$ cat src/rtl/mem_stage_pkg.sv
// Shared types and defaults for the memory stage pipeline slice.
package mem_stage_pkg;

  localparam int XLEN_DEF = 32;
  localparam int RW_DEF   = 5;

  typedef struct packed {
    logic regWrite;
    logic memToReg;
  } wb_ctrl_t;

  typedef struct packed {
    logic memRead;
    logic memWrite;
  } mem_ctrl_t;

  typedef enum logic {
    IDLE = 1'b0,
    BUSY = 1'b1
  } dmem_state_t;

endpackage

$ cat src/rtl/mem_stage_pipe_pipe_reg.sv
// Width-parameterised pipeline register with load enable and async clear.
module pipe_reg #(
  parameter int W = 8
) (
  input  logic         clk,
  input  logic         rst,
  input  logic         en,
  input  logic [W-1:0] d,
  output logic [W-1:0] q
);

  // Clear on reset, otherwise capture when enabled and hold when not.
  always_ff @(posedge clk or posedge rst) begin
    if (rst)     q <= '0;
    else if (en) q <= d;
  end

endmodule

$ cat src/rtl/mem_stage_pipe.sv
// EX/MEM and MEM/WB pipeline registers with data-cache handshake.
// The whole back end is frozen while the cache reports a miss.
// Optional: define MEM_STALL_CNT_EN to build the saturating stall-cycle counter.
module mem_stage_pipe
  import mem_stage_pkg::*;
#(
  parameter int XLEN = XLEN_DEF,
  parameter int RW   = RW_DEF
) (
  input  logic            clk_i,
  input  logic            rst_i,
  input  logic [XLEN-1:0] ex_alu_result_i,
  input  logic [XLEN-1:0] ex_rs2_data_i,
  input  logic [RW-1:0]   ex_rd_i,
  input  logic            ex_reg_write_i,
  input  logic            ex_mem_to_reg_i,
  input  logic            ex_mem_read_i,
  input  logic            ex_mem_write_i,
  output logic            dmem_req_o,
  output logic            dmem_we_o,
  output logic [XLEN-1:0] dmem_addr_o,
  output logic [XLEN-1:0] dmem_wdata_o,
  input  logic            dmem_ack_i,
  input  logic [XLEN-1:0] dmem_rdata_i,
  output logic            stall_o,
  output logic [RW-1:0]   ex_mem_rd_o,
  output logic            ex_mem_reg_write_o,
  output logic [XLEN-1:0] ex_mem_alu_result_o,
  output logic [RW-1:0]   mem_wb_rd_o,
  output logic            mem_wb_reg_write_o,
  output logic [XLEN-1:0] wb_data_o,
  output logic [31:0]     stall_cnt_o
);

  localparam int EXMEM_W = 2 * XLEN + RW + 4;
  localparam int MEMWB_W = 2 * XLEN + RW + 2;

  // EX/MEM fields
  logic [XLEN-1:0] exMemAlu;
  logic [XLEN-1:0] exMemRs2;
  logic [RW-1:0]   exMemRd;
  wb_ctrl_t        exMemWb;
  mem_ctrl_t       exMemMem;

  // MEM/WB fields
  logic [XLEN-1:0] memWbAlu;
  logic [XLEN-1:0] memWbLoad;
  logic [RW-1:0]   memWbRd;
  wb_ctrl_t        memWbWb;

  logic            loadEn;
  logic [XLEN-1:0] loadDataNext;
  wb_ctrl_t        exWb;
  mem_ctrl_t       exMem;
  dmem_state_t     state;

  assign exWb  = '{regWrite: ex_reg_write_i, memToReg: ex_mem_to_reg_i};
  assign exMem = '{memRead: ex_mem_read_i, memWrite: ex_mem_write_i};

  // Handshake is purely a function of the held EX/MEM contents; a store wins if both bits are set.
  assign dmem_req_o   = exMemMem.memRead | exMemMem.memWrite;
  assign dmem_we_o    = exMemMem.memWrite;
  assign dmem_addr_o  = exMemAlu;
  assign dmem_wdata_o = exMemRs2;
  assign stall_o      = dmem_req_o & ~dmem_ack_i;
  assign loadEn       = ~stall_o;

  // Load data is only taken on a real completion; a stray ack keeps the previous value.
  assign loadDataNext = (dmem_req_o & dmem_ack_i) ? dmem_rdata_i : memWbLoad;

  pipe_reg #(.W(EXMEM_W)) uExMem (
    .clk (clk_i),
    .rst (rst_i),
    .en  (loadEn),
    .d   ({ex_alu_result_i, ex_rs2_data_i, ex_rd_i, exWb, exMem}),
    .q   ({exMemAlu, exMemRs2, exMemRd, exMemWb, exMemMem})
  );

  // MEM/WB holds (no bubble) during a stall so its forward stays valid for the frozen EX.
  pipe_reg #(.W(MEMWB_W)) uMemWb (
    .clk (clk_i),
    .rst (rst_i),
    .en  (loadEn),
    .d   ({exMemAlu, loadDataNext, exMemRd, exMemWb}),
    .q   ({memWbAlu, memWbLoad, memWbRd, memWbWb})
  );

  assign ex_mem_rd_o         = exMemRd;
  assign ex_mem_reg_write_o  = exMemWb.regWrite;
  assign ex_mem_alu_result_o = exMemAlu;
  assign mem_wb_rd_o         = memWbRd;
  assign mem_wb_reg_write_o  = memWbWb.regWrite;
  assign wb_data_o           = memWbWb.memToReg ? memWbLoad : memWbAlu;

  // Miss tracker: enters BUSY on an unacknowledged request, leaves on ack.
  always_ff @(posedge clk_i or posedge rst_i) begin
    if (rst_i) begin
      state <= IDLE;
    end else begin
      case (state)
        IDLE:    if (dmem_req_o && !dmem_ack_i) state <= BUSY;
        BUSY:    if (dmem_ack_i) state <= IDLE;
        default: state <= IDLE;
      endcase
    end
  end

`ifdef MEM_STALL_CNT_EN
  logic [31:0] stallCnt;

  // Count stalled cycles, sticking at all-ones.
  always_ff @(posedge clk_i or posedge rst_i) begin
    if (rst_i)                                     stallCnt <= '0;
    else if (stall_o && (stallCnt != 32'hFFFFFFFF)) stallCnt <= stallCnt + 32'd1;
  end

  assign stall_cnt_o = stallCnt;
`else
  assign stall_cnt_o = '0;
`endif

endmodule

$ cat config.mk
export PLATFORM = sky130hd
export DESIGN_NAME = mem_stage_pipe
export DESIGN_NICKNAME = d
export VERILOG_FILES = /design/src/rtl/mem_stage_pkg.sv /design/src/rtl/mem_stage_pipe_pipe_reg.sv /design/src/rtl/mem_stage_pipe.sv
export SDC_FILE = /design/constraint.sdc
export NUM_CORES = 1
export LEC_CHECK = 0
export ABC_AREA = 0
export BUFFER_PORTS_ARGS = -buffer_cell sky130_fd_sc_hd__buf_2
export CAP_MARGIN = 20
export CORE_MARGIN = 4
export CORE_UTILIZATION = 45
export DETAILED_ROUTE_END_ITERATION = 8
export GPL_ROUTABILITY_DRIVEN = 0
export GPL_TIMING_DRIVEN = 0
export PLACE_DENSITY = 0.77
export SLEW_MARGIN = 20
export SYNTH_ARGS = -nofsm -noshare
export SYNTH_HDL_FRONTEND = slang
export SYNTH_SLANG_ARGS = --single-unit
export TNS_END_PERCENT = 30
$ cat constraint.sdc
create_clock -name clk_i -period 6.55 [get_ports clk_i]
set_input_delay 0.655 -clock clk_i [delete_from_list [all_inputs] [get_ports clk_i]]
set_output_delay 0.655 -clock clk_i [all_outputs]
set_load 0.03 [all_outputs]
==> summary.txt <==
Outcome = finished, final reports clean
Sequential share of the synthesized area = 57.5%
Via count = 4,212
Number of diodes = 0
Global-route wire length before repair = 24,300 um
Clock Skews = 8.23 ps
Core ar. = 13,500 um2
Largest net degree at the start of global routing = 92
CTS Buf Count = 17
Drt pass-1 iters = 4
Root Buffer = clkbuf_16
Worst-case clock buffer depth = 2
Layout cells sized above 1 = 61.8%
Worst EP arrival = 1900 ps
Slowest-stage cell, CP = mux2_2
Worst-path clk slew = 60 ps
Congestion Overflow GR = 0
I/O Pins = 283
Most frequent CP cell = buf_2
Share of the synthesized area in the top cell type = 57.5%
Final hold vios = 0
Post-DP Area = 7890 um2
Gr usage total = 19.3%
Final period util = 39.0%
Via/cell ratio = 4.67
Max stage delay on crit path = 380 ps
Critical Path Source Type = register
Port Buf Inserts = 250
Crit-path max FO = 10
CTS tree = done
GRT Max-Usage Layer = met2
Clk_lat worst skew = 410 ps
Slew Limit Fails = 0
DIE AREA = 15,900 um2
Max-cap violations = 0
DIE WIDTH = 126 um
Vias in the first global route = 4,715
Drt initial violations = 97
# fillers = 1,055
Antenna viol nets, final = 0
RSZ-0062 raised after global routing = no
Cell Area, Synth = 6260 um2
Nets = 821
Synth unique cells = 16
Initial antenna violation count = 1
Power per cell area = 348 nW/um2
Hold Crit Class = in -> async
Pleak = 4.24 nW
Dominant cell type by area after synthesis = dfrtp_1
FF-to-FF setup slack = 4960 ps
Synthesized flop and latch total = 144
Worst VDD drop = 0.186 mV
Layout area overhead = 35.9%
Die height = 126 um
YS warnings = 0
Met1 GRT Util = 21.7%
Post-CTS Hold Fix Bufs = 0
Crit path kind = reg -> out
Top cells by area, synth = dfrtp_1, mux2_1, mux2_2
Clock sinks = 144
Post-Route WL = 14,800 um
Met3 Use GR = 8.17%
Cell count after synthesis = 412
Initial core utilization = 46.5%
Row count = 42
Setup TNS = 0 ps
Syn Area/Cell = 15.2 um2
Post-route cell area = 8510 um2
Residual DRC = 0
Final Critical Period = 2550 ps
Final setup vio count = 0
Crit end category = output port
Met2 usage in global routing = 33.1%
Postcts setup bufs = 0
Avg WL per Cell = 16.4 um
H-Tree Depth = 4
Post-CTS resize count = 0
Hpwl dp = 11,300 um
Peak Freq = 392 MHz
Critical path cell sequence = clkbuf_1, buf_2, mux2_2, buf_2
Req. time, crit path = 5890 ps
==> worst max-delay path: cells and delay by family (launching register included) <==
kind / cells / cell delay (ps)
buffers and inverters: 3 / 790
DFF: 1 / 320
muxes: 1 / 380
==> state kept, by name, indices dropped and copies added (netlist names) <==
name,cells
uExMem.q,73
uMemWb.q,71
==> cells in the mapped netlist <==
library cell and number:
o21ai_1 1, or2_2 1, buf_2 5, clkbuf_1 1
mux2_1 91, a21o_1 1, nor2b_1 1, mux2_2 83
inv_1 3, o21ai_0 1, dfrtp_1 144, conb_1 1
buf_6 9, o21bai_1 1, nand2b_1 1, buf_4 68
==> final cells by class <==
cell class | count | area, um2 | share of cell area, %
multi-input cells | 213 | 2120 | 24.9
plain buffers | 83 | 641 | 7.52
flip-flops and latches | 144 | 3600 | 42.3
clock inverters | 13 | 185 | 2.18
well taps | 176 | 220 | 2.59
clock buffers | 19 | 443 | 5.20
inverters | 3 | 18.8 | 0.220
repair buffers | 251 | 1280 | 15.0
==> cell families (layout without fill, tap and decap cells) <==
group                  count (synthesis)  after routing  synth area share [%]
flip-flops                           144            144                  57.5
other                                  1             32                0.0599
multiplexers                         174            174                  31.3
AO/OA/AOI/OAI                          4              4                 0.400
buffers and inverters                 86            369                  10.4
AND/OR/NAND/NOR                        3              3                 0.300
==> layout by cell type (no fill, tap or decap), drive strengths merged <==
cell type and n:
a21o 1, buf 333, bufinv 4, clkbuf 20, clkinv 5, clkinvlp 2, conb 32, dfrtp 144
inv 5, mux2 174, nand2b 1, nor2b 1, o21ai 2, o21bai 1, or2 1
==> where the power goes <==
part	total [W]	internal (W)	switching (W)
Clock	0.00102	0.000649	0.000366
Sequential	0.00111	0.00102	0.0000811
Combinational	0.000840	0.000326	0.000514
Total	0.00296	0.00200	0.000961
==> metal layers <==
layer  part of all wire (%)  routed length [um]
met1                     37                5550
met2                     51                7520
met3                     10                1480
met4                    1.7                 254
met5                  0.088                  13
==> final timing paths <==
kind / start / endpoint / cells past startpoint
setup reg to reg: uExMem.q[0]$_DFFE_PP0N_ / uExMem.q[51]$_DFFE_PP0N_ / 4
max in group asynchronous: rst_i / uExMem.q[66]$_DFFE_PP0N_ / 3
min in group clk_i: ex_alu_result_i[26] / uExMem.q[67]$_DFFE_PP0N_ / 2
setup / recovery: uMemWb.q[0]$_DFFE_PP0N_ / wb_data_o[18] / 4
hold / removal: rst_i / uExMem.q[14]$_DFFE_PP0N_ / 2
hold reg to reg: uExMem.q[32]$_DFFE_PP0N_ / uExMem.q[32]$_DFFE_PP0N_ / 1
==> per-stage QoR <==
stage | total power [W] | hold WS [ps] | std cells | setup WS, ps | utilization (%)
after floorplan | 0.00172 | 454 | 443 | 2030 | -
after global placement | 0.00195 | 462 | 869 | 605 | 58.4
after detailed placement | 0.00197 | 471 | 870 | 4280 | 58.6
after CTS | 0.00300 | 244 | 902 | 3940 | 63.3
after global routing | 0.00310 | 255 | 902 | 3900 | 63.3
final | 0.00296 | 239 | 902 | 4000 | 63.3
Note: power is estimated with default switching activity, not from simulation.
